$ cat src/rtl/first_nios2_system_sysid_pkg.sv
// Shared types and constants for the sysid boot checker: FSM states, word addresses, default expectations.
package first_nios2_system_sysid_pkg;

    typedef enum logic [2:0] {
        ST_IDLE    = 3'd0,
        ST_RD_ID   = 3'd1,
        ST_WAIT_ID = 3'd2,
        ST_RD_TS   = 3'd3,
        ST_WAIT_TS = 3'd4,
        ST_DONE    = 3'd5
    } state_e;

    localparam logic SYSID_ADDR_ID = 1'b0;
    localparam logic SYSID_ADDR_TS = 1'b1;

    localparam logic [31:0] DEFAULT_EXPECTED_ID        = 32'd0;
    localparam logic [31:0] DEFAULT_EXPECTED_TIMESTAMP = 32'd1363341622;
    localparam int unsigned DEFAULT_TIMEOUT_CYCLES     = 255;

endpackage

$ cat src/rtl/first_nios2_system_phase_timer.sv
// Per-phase cycle counter: cleared on entry to a read phase, counts while enabled, saturates at TIMEOUT_CYCLES.
// expired flags the cycle on which the count reaches the limit, so the FSM can leave on that edge.
module first_nios2_system_phase_timer
    import first_nios2_system_sysid_pkg::*;
#(
    parameter int unsigned TIMEOUT_CYCLES = DEFAULT_TIMEOUT_CYCLES
) (
    input  logic clock,
    input  logic reset_n,
    input  logic clear,
    input  logic enable,
    output logic expired
);

    localparam int unsigned     CW    = $clog2(TIMEOUT_CYCLES + 1);
    localparam logic [CW-1:0]   LIMIT = CW'(TIMEOUT_CYCLES);

    logic [CW-1:0] cnt_q, cnt_d, cnt_inc;

    always_comb begin
        cnt_inc = (cnt_q == LIMIT) ? cnt_q : cnt_q + CW'(1);
        cnt_d   = cnt_q;
        if (clear) begin
            cnt_d = '0;
        end else if (enable) begin
            cnt_d = cnt_inc;
        end
        expired = enable && (cnt_inc == LIMIT);
    end

    always_ff @(posedge clock) begin
        if (!reset_n) begin
            cnt_q <= '0;
        end else begin
            cnt_q <= cnt_d;
        end
    end

endmodule

$ cat config.mk
export PLATFORM = sky130hd
export DESIGN_NAME = first_nios2_system_phase_timer
export DESIGN_NICKNAME = d
export VERILOG_FILES = /design/src/rtl/first_nios2_system_sysid_pkg.sv /design/src/rtl/first_nios2_system_phase_timer.sv
export SDC_FILE = /design/constraint.sdc
export NUM_CORES = 1
export LEC_CHECK = 0
export ABC_AREA = 1
export ABC_CLOCK_PERIOD_IN_PS = 1200
export BUFFER_PORTS_ARGS = -buffer_cell sky130_fd_sc_hd__buf_2
export CAP_MARGIN = 20
export CORE_AREA = 2 2 39 41
export DETAILED_ROUTE_END_ITERATION = 10
export DIE_AREA = 0 0 41 43
export SYNTH_ARGS = -nofsm -noshare
export SYNTH_HDL_FRONTEND = slang
export SYNTH_SLANG_ARGS = --single-unit
$ cat constraint.sdc
create_clock -name clock -period 1.2 [get_ports clock]
set_input_delay 0.12 -clock clock [delete_from_list [all_inputs] [get_ports clock]]
set_output_delay 0.12 -clock clock [all_outputs]
set_load 0.1 [all_outputs]
==> results of run 1 <==
## report_power, final
| part | leakage, nW | switching [W] | internal, W |
|---|---|---|---|
| combinational | 0.368 | 0.0000556 | 0.0000484 |
| clock | 0.0150 | 0.000113 | 0.000128 |
| sequential | 0.0671 | 0.0000111 | 0.000272 |
| total | 0.450 | 0.000179 | 0.000449 |
## timing repair
item                       in CTS  in global routing
setup buffers                   3                  3
pin swaps                       9                  6
setup endpoints to repair       8                  9
gates resized for setup        12                 11
gates cloned                    0                  0
hold buffers                    0                  0
## worst reg2reg max path: stages, from the launching register on
cell and delay, ps:
dfxtp_4 370, ha_4 150, nand2_4 50, nor2_4 170, buf_4 140, nand3_2 50
nand2_2 90, buf_4 110, buf_4 90, nand2_1 40, o211ai_1 80, inv_1 50
## area by class of cell
class	instances	area, sq um	area share
inverters	18	67.56	0.07490
flip-flops and latches	8	168.9	0.1872
clock buffers	4	26.28	0.02913
well taps	16	20.02	0.02219
repair buffers	26	211.5	0.2344
multi-input cells	64	407.9	0.4521
## logic make-up after synthesis
family,Yosys count,synth area share
adder cells (fa/ha/maj),1,0.02197
buffers and inverters,19,0.1319
AO/OA/AOI/OAI,13,0.1319
flip-flops,8,0.2813
AND/OR/NAND/NOR,50,0.4330
## per-layer routing
metal | vias to the layer above | global-route usage
li1 | 349 | -
met1 | 307 | 0.3204
met2 | 16 | 0.3656
met3 | 4 | 0.06283
met4 | 0 | 0.1000
met5 | - | 0
## worst paths after layout
| path | end | slack [ps] | startpoint |
|---|---|---|---|
| min reg2reg | cnt_q[6] | 600 | cnt_q[6] |
| max reg2reg | cnt_q[6] | -310 | cnt_q[0] |
| min | cnt_q[5] | 190 | clear |
| max | expired | -670 | cnt_q[0] |
## stage by stage
stage | area (sq um) | instances | utilization
3_3_place_gp | 767.0 | 126 | 0.5543
6_report | 902.1 | 136 | 0.6519
5_1_grt | 902.1 | 136 | 0.6519
4_1_cts | 847.1 | 133 | 0.6121
3_5_place_dp | 767.0 | 126 | 0.5543
2_1_floorplan | 599.3 | 91 | -
## cells in the final DEF (no fill, tap or decap), types with 4 or more instances in the layout
cell,count
nand2_1,16
nand2_2,4
nand3_2,4
o211ai_1,4
nand3_1,6
buf_4,19
nor2_2,4
dfxtp_1,5
inv_1,15
nor2_1,6
==> results_dict.tcl, run 1 <==
set metrics [dict create \
    largest-register "cnt_q" \
    grt_start_max_net_pins 14 \
    syn_avg_cell_area_sq_um 6.256 \
    wl_per_cell_microns 12.90 \
    worst_pin_slew_ps 334.2 \
    top_layer_used "met4" \
    slew_headroom 0.7764 \
    path_buf_inv 2 \
    drt_pass1_iterations 4 \
    maxCapViolations 0 \
    ys_top_cells_by_area "dfxtp_1, nand2_1, inv_1" \
    synth_cells 91 \
    wl_met2_microns 870 \
    min_path_cells 4 \
    cts_sinks 8 \
    grt_first_pass_wirelength_microns 2829 \
    via_per_inst 4.971 \
    crit_fanout 7 \
    worstPathCellList "ha_4 -> nand2_4 -> nor2_4 -> nand2_4 -> buf_6 -> nand2_4 -> nand2_2 -> nand4_1 -> nor2_4 -> buf_12" \
    synth_enable_flop_cells 0 \
    synth_top_cell_by_area "dfxtp_1" \
    slowest_delay_ps 360 \
    hold_viol 0 \
    final.setup_skew_ps 8.761 \
    cts_max_path_buffers 2 \
    rsz0062_at_grt "true" \
    root_buffer "clkbuf_4" \
    clkTransAtPathRegs_ps 70 \
    end_kind "output pin" \
    yosys.cell_types.count 18 \
    critPathLaunchType "register" \
    status "finished, violations left" \
    r2r_cells 11 \
    path_delay_family "simple AND/OR/NAND/NOR gates" \
    setup_ws_ps -667.7 \
    peakVddDrop_mv 0.5087 \
    drtAntennaViolNets 0 \
    top_regs "cnt_q (8)" \
    coreArea_sq_mm 0.001384 \
    pwr_density_cell_mw_per_mm2 696.6 \
    cts_tree "built" \
    met3_length_microns 81 \
    drive_gt1_frac 0.4750 \
    async_flop_share 0 \
    clk_latency_ps 270 \
    syn_to_final_growth_pct 58.46 \
    setup_viol 8 \
    synth.most_common_cell "nand2_1" \
    layout.nets 126 \
    die_w_microns 41 \
    crit_arrival_ps 1750 \
    slowest_stage "dfxtp_4" \
    htreeDepth 1 \
    fin_crit_sh 1.556 \
    yosys_warnings 0 \
    path_class "register to output pin" \
    hp-class "input pin to register" \
    synth_flop_cell "dfxtp_1" \
    die_area_sq_mm 0.001763 \
    synth-seq-cells 8 \
    track_usage 0.2445 \
    whs_ps 192.6 \
    synth_top_area_frac 0.2813 \
    synth_common_cells "nand2_1, inv_1, nand3_1, nor2_1, dfxtp_1" \
    antenna_found_initial 0 \
    fmax_mhz 535.4 \
    ios 5 \
    cpMostUsedCell "nand2_4" \
    start_util 0.4114 \
    largest_reg_flops 8 \
    antenna_cells 0 \
    cp.depth 10 \
    die_h_microns 43 \
    fp-row-count 14 \
    finalPower_w 0.0006284 \
    first_iter_violations 23 \
    place_ws_ps -369.1 \
    n_fill_cell 131 \
    slew_violations 0 \
    synth_nets 96 \
    violations "negative setup slack" \
    num_vias 676 \
    seq_area_frac_synth 0.2813 \
    hpwlAfterDp_microns 1224 \
    overflow 0 \
    io_buffers 4 \
    met1_length_microns 772 \
    wirelength_microns 1755 \
    cts_made_buffers 3 \
    synthesis.area_sq_um 569.3 \
    fin_tns_setup_ps -1973 \
    required_ps 1080 \
    gp_congestion 0.8553 \
    period_minus_slack_ps 1868 \
    drc 0 \
    p_leak_nw 0.4497 \
    grt_pass1_vias 666 \
]
Power figures use the tool's default switching activity.
==> inputs of run 2 (changes only) <==
- CTS_BUF_LIST: unset -> sky130_fd_sc_hd__clkbuf_8
==> run 2 against run 1 <==
The flow still finishes with violations (negative setup slack). Critical endpoint unchanged. Critical path depth unchanged. Power increased by 16%. Maximum frequency increased by 0.40%. First-iteration DRC count increased by 74%. Critical path type unchanged.
==> results_dict.tcl, run 2 (synthesized netlist as in run 1, its figures left out) <==
set metrics [dict create \
    status "finished, violations left" \
    violations "negative setup slack" \
    period_minus_slack_ps 1860 \
    fmax_mhz 537.6 \
    gp_congestion 0.8553 \
    overflow 0 \
    root_buffer "clkbuf_8" \
    drtAntennaViolNets 0 \
    r2r_start "cnt_q[0]" \
    register_area_sq_um 170.2 \
    largest-register "cnt_q" \
    clock_power_share 0.463 \
    critPathLaunchType "register" \
    syn_to_final_growth_pct 60.66 \
    die_area_sq_mm 0.001763 \
    antenna_cells 0 \
    utilization 0.6609 \
    antenna_found_initial 0 \
    layout.nets 125 \
    internal-power_w 0.0005456 \
    io_buffers 4 \
    clkTransAtPathRegs_ps 50 \
    worst_pin_slew_ps 361.4 \
    final_cell_mix "buf_4, inv_1, nand2_1, nor2_1, nand3_1" \
    htreeDepth 1 \
    maxCapViolations 0 \
    via_per_inst 5.022 \
    final_cells 135 \
    hp-class "input pin to register" \
    end_kind "output pin" \
    first_iter_violations 40 \
    rsz0062_at_grt "true" \
    setup_ws_ps -660.3 \
    fp-row-count 14 \
    grt_start_max_net_pins 14 \
    coreArea_sq_mm 0.001384 \
    drc 0 \
    r2r_cells 11 \
    die_w_microns 41 \
    p_comb_frac 0.147 \
    crit_end "expired" \
    final.setup_skew_ps 5.877 \
    pwr_density_cell_mw_per_mm2 797.1 \
    top_regs "cnt_q (8)" \
    drt_pass1_iterations 4 \
    slew_headroom 0.7582 \
    path_class "register to output pin" \
    whs_ps 241.1 \
    fin_crit_sh 1.550 \
    p_seq_frac 0.390 \
    drive_gt1_frac 0.4706 \
    cts_max_path_buffers 2 \
    track_usage 0.2626 \
    crit_fanout 7 \
    start_util 0.4114 \
    layout_commonest_cell "buf_4" \
    n_fill_cell 135 \
    wirelength_microns 1863 \
    timing.critical_path.from "cnt_q[0]" \
    cts_made_buffers 3 \
    hold_viol 0 \
    die_h_microns 43 \
    grt_pass1_vias 712 \
    dp_cells 126 \
    slew_violations 0 \
    wl_per_cell_microns 13.80 \
    num_vias 678 \
    crit_arrival_ps 1740 \
    switchingPower_w 0.0001834 \
    p_leak_nw 0.4599 \
    netSwitchingFraction 0.2516 \
    hpwlAfterDp_microns 1224 \
    cts-hold-fix-buffers 0 \
    r2r_end "cnt_q[0]" \
    grt_first_pass_wirelength_microns 3084 \
    required_ps 1080 \
    clk_latency_ps 230 \
    cts_sinks 8 \
    setup_viol 7 \
    peakVddDrop_mv 0.8548 \
    largest_reg_flops 8 \
    multiInputGateArea_sq_um 407.9 \
    ff2ff_setup_slack_ps -430 \
    cts_tree "built" \
    ios 5 \
]
run 2: worst min path at each step:
stage                           to  slack [ps]  cells past startpoint    from
final                     cnt_q[5]         240                      4   clear
after global routing      cnt_q[5]         300                      4   clear
after CTS                 cnt_q[5]         240                      4   clear
after detailed placement  cnt_q[5]         450                      4   clear
after global placement    cnt_q[5]         450                      4   clear
after floorplan           cnt_q[5]         300                      2  enable
run 2: worst max-delay path: stages (launching register included):
cell     delay, ps
dfxtp_4        350
ha_4           170
nand2_4         70
nor2_4          50
nand2_4        120
buf_6          120
nand2_4         40
nand2_2         60
nand4_1        170
nor2_4         170
buf_12         180
run 2: area by class of cell:
type,instances,area share
multi-input cells,64,0.4460
clock buffers,3,0.04514
clock inverters,1,0.004104
well taps,16,0.02189
repair buffers,25,0.2230
inverters,18,0.07387
flip-flops and latches,8,0.1860
run 2: metal layers:
metal | wire [microns] | global-route usage
met3 | 95 | 0.04712
met2 | 1012 | 0.4219
met5 | 0 | 0
met4 | 19 | 0.1067
met1 | 737 | 0.3269
run 2: stage by stage:
| step | TNS, ps | worst slack, ps | instance area, sq um | power [W] |
|---|---|---|---|---|
| 2_1_floorplan | -509.4 | -509.4 | 599.3 | 0.0003368 |
| 3_3_place_gp | -1066 | -336.6 | 767.0 | 0.0003776 |
| 3_5_place_dp | -1219 | -369.1 | 767.0 | 0.0003787 |
| 4_1_cts | -1564 | -590.0 | 865.8 | 0.0007210 |
| 5_1_grt | -2604 | -728.0 | 914.6 | 0.0007502 |
| 6_report | -1966 | -660.3 | 914.6 | 0.0007291 |
run 2: power groups by stage:
stage / logic [W] / registers, W / clock network, W
floorplan: 0.0000471 / 0.000290 / 0
global placement: 0.0000892 / 0.000288 / 0
detailed placement: 0.0000893 / 0.000289 / 0
CTS: 0.0000953 / 0.000285 / 0.000341
global route: 0.000119 / 0.000285 / 0.000345
finish: 0.000107 / 0.000284 / 0.000337
run 2: what timing repair did:
action,in CTS,in global routing
setup endpoints to repair,8,9
setup buffers,3,2
cloned,0,0
pin swaps,9,3
gates resized for setup,12,12
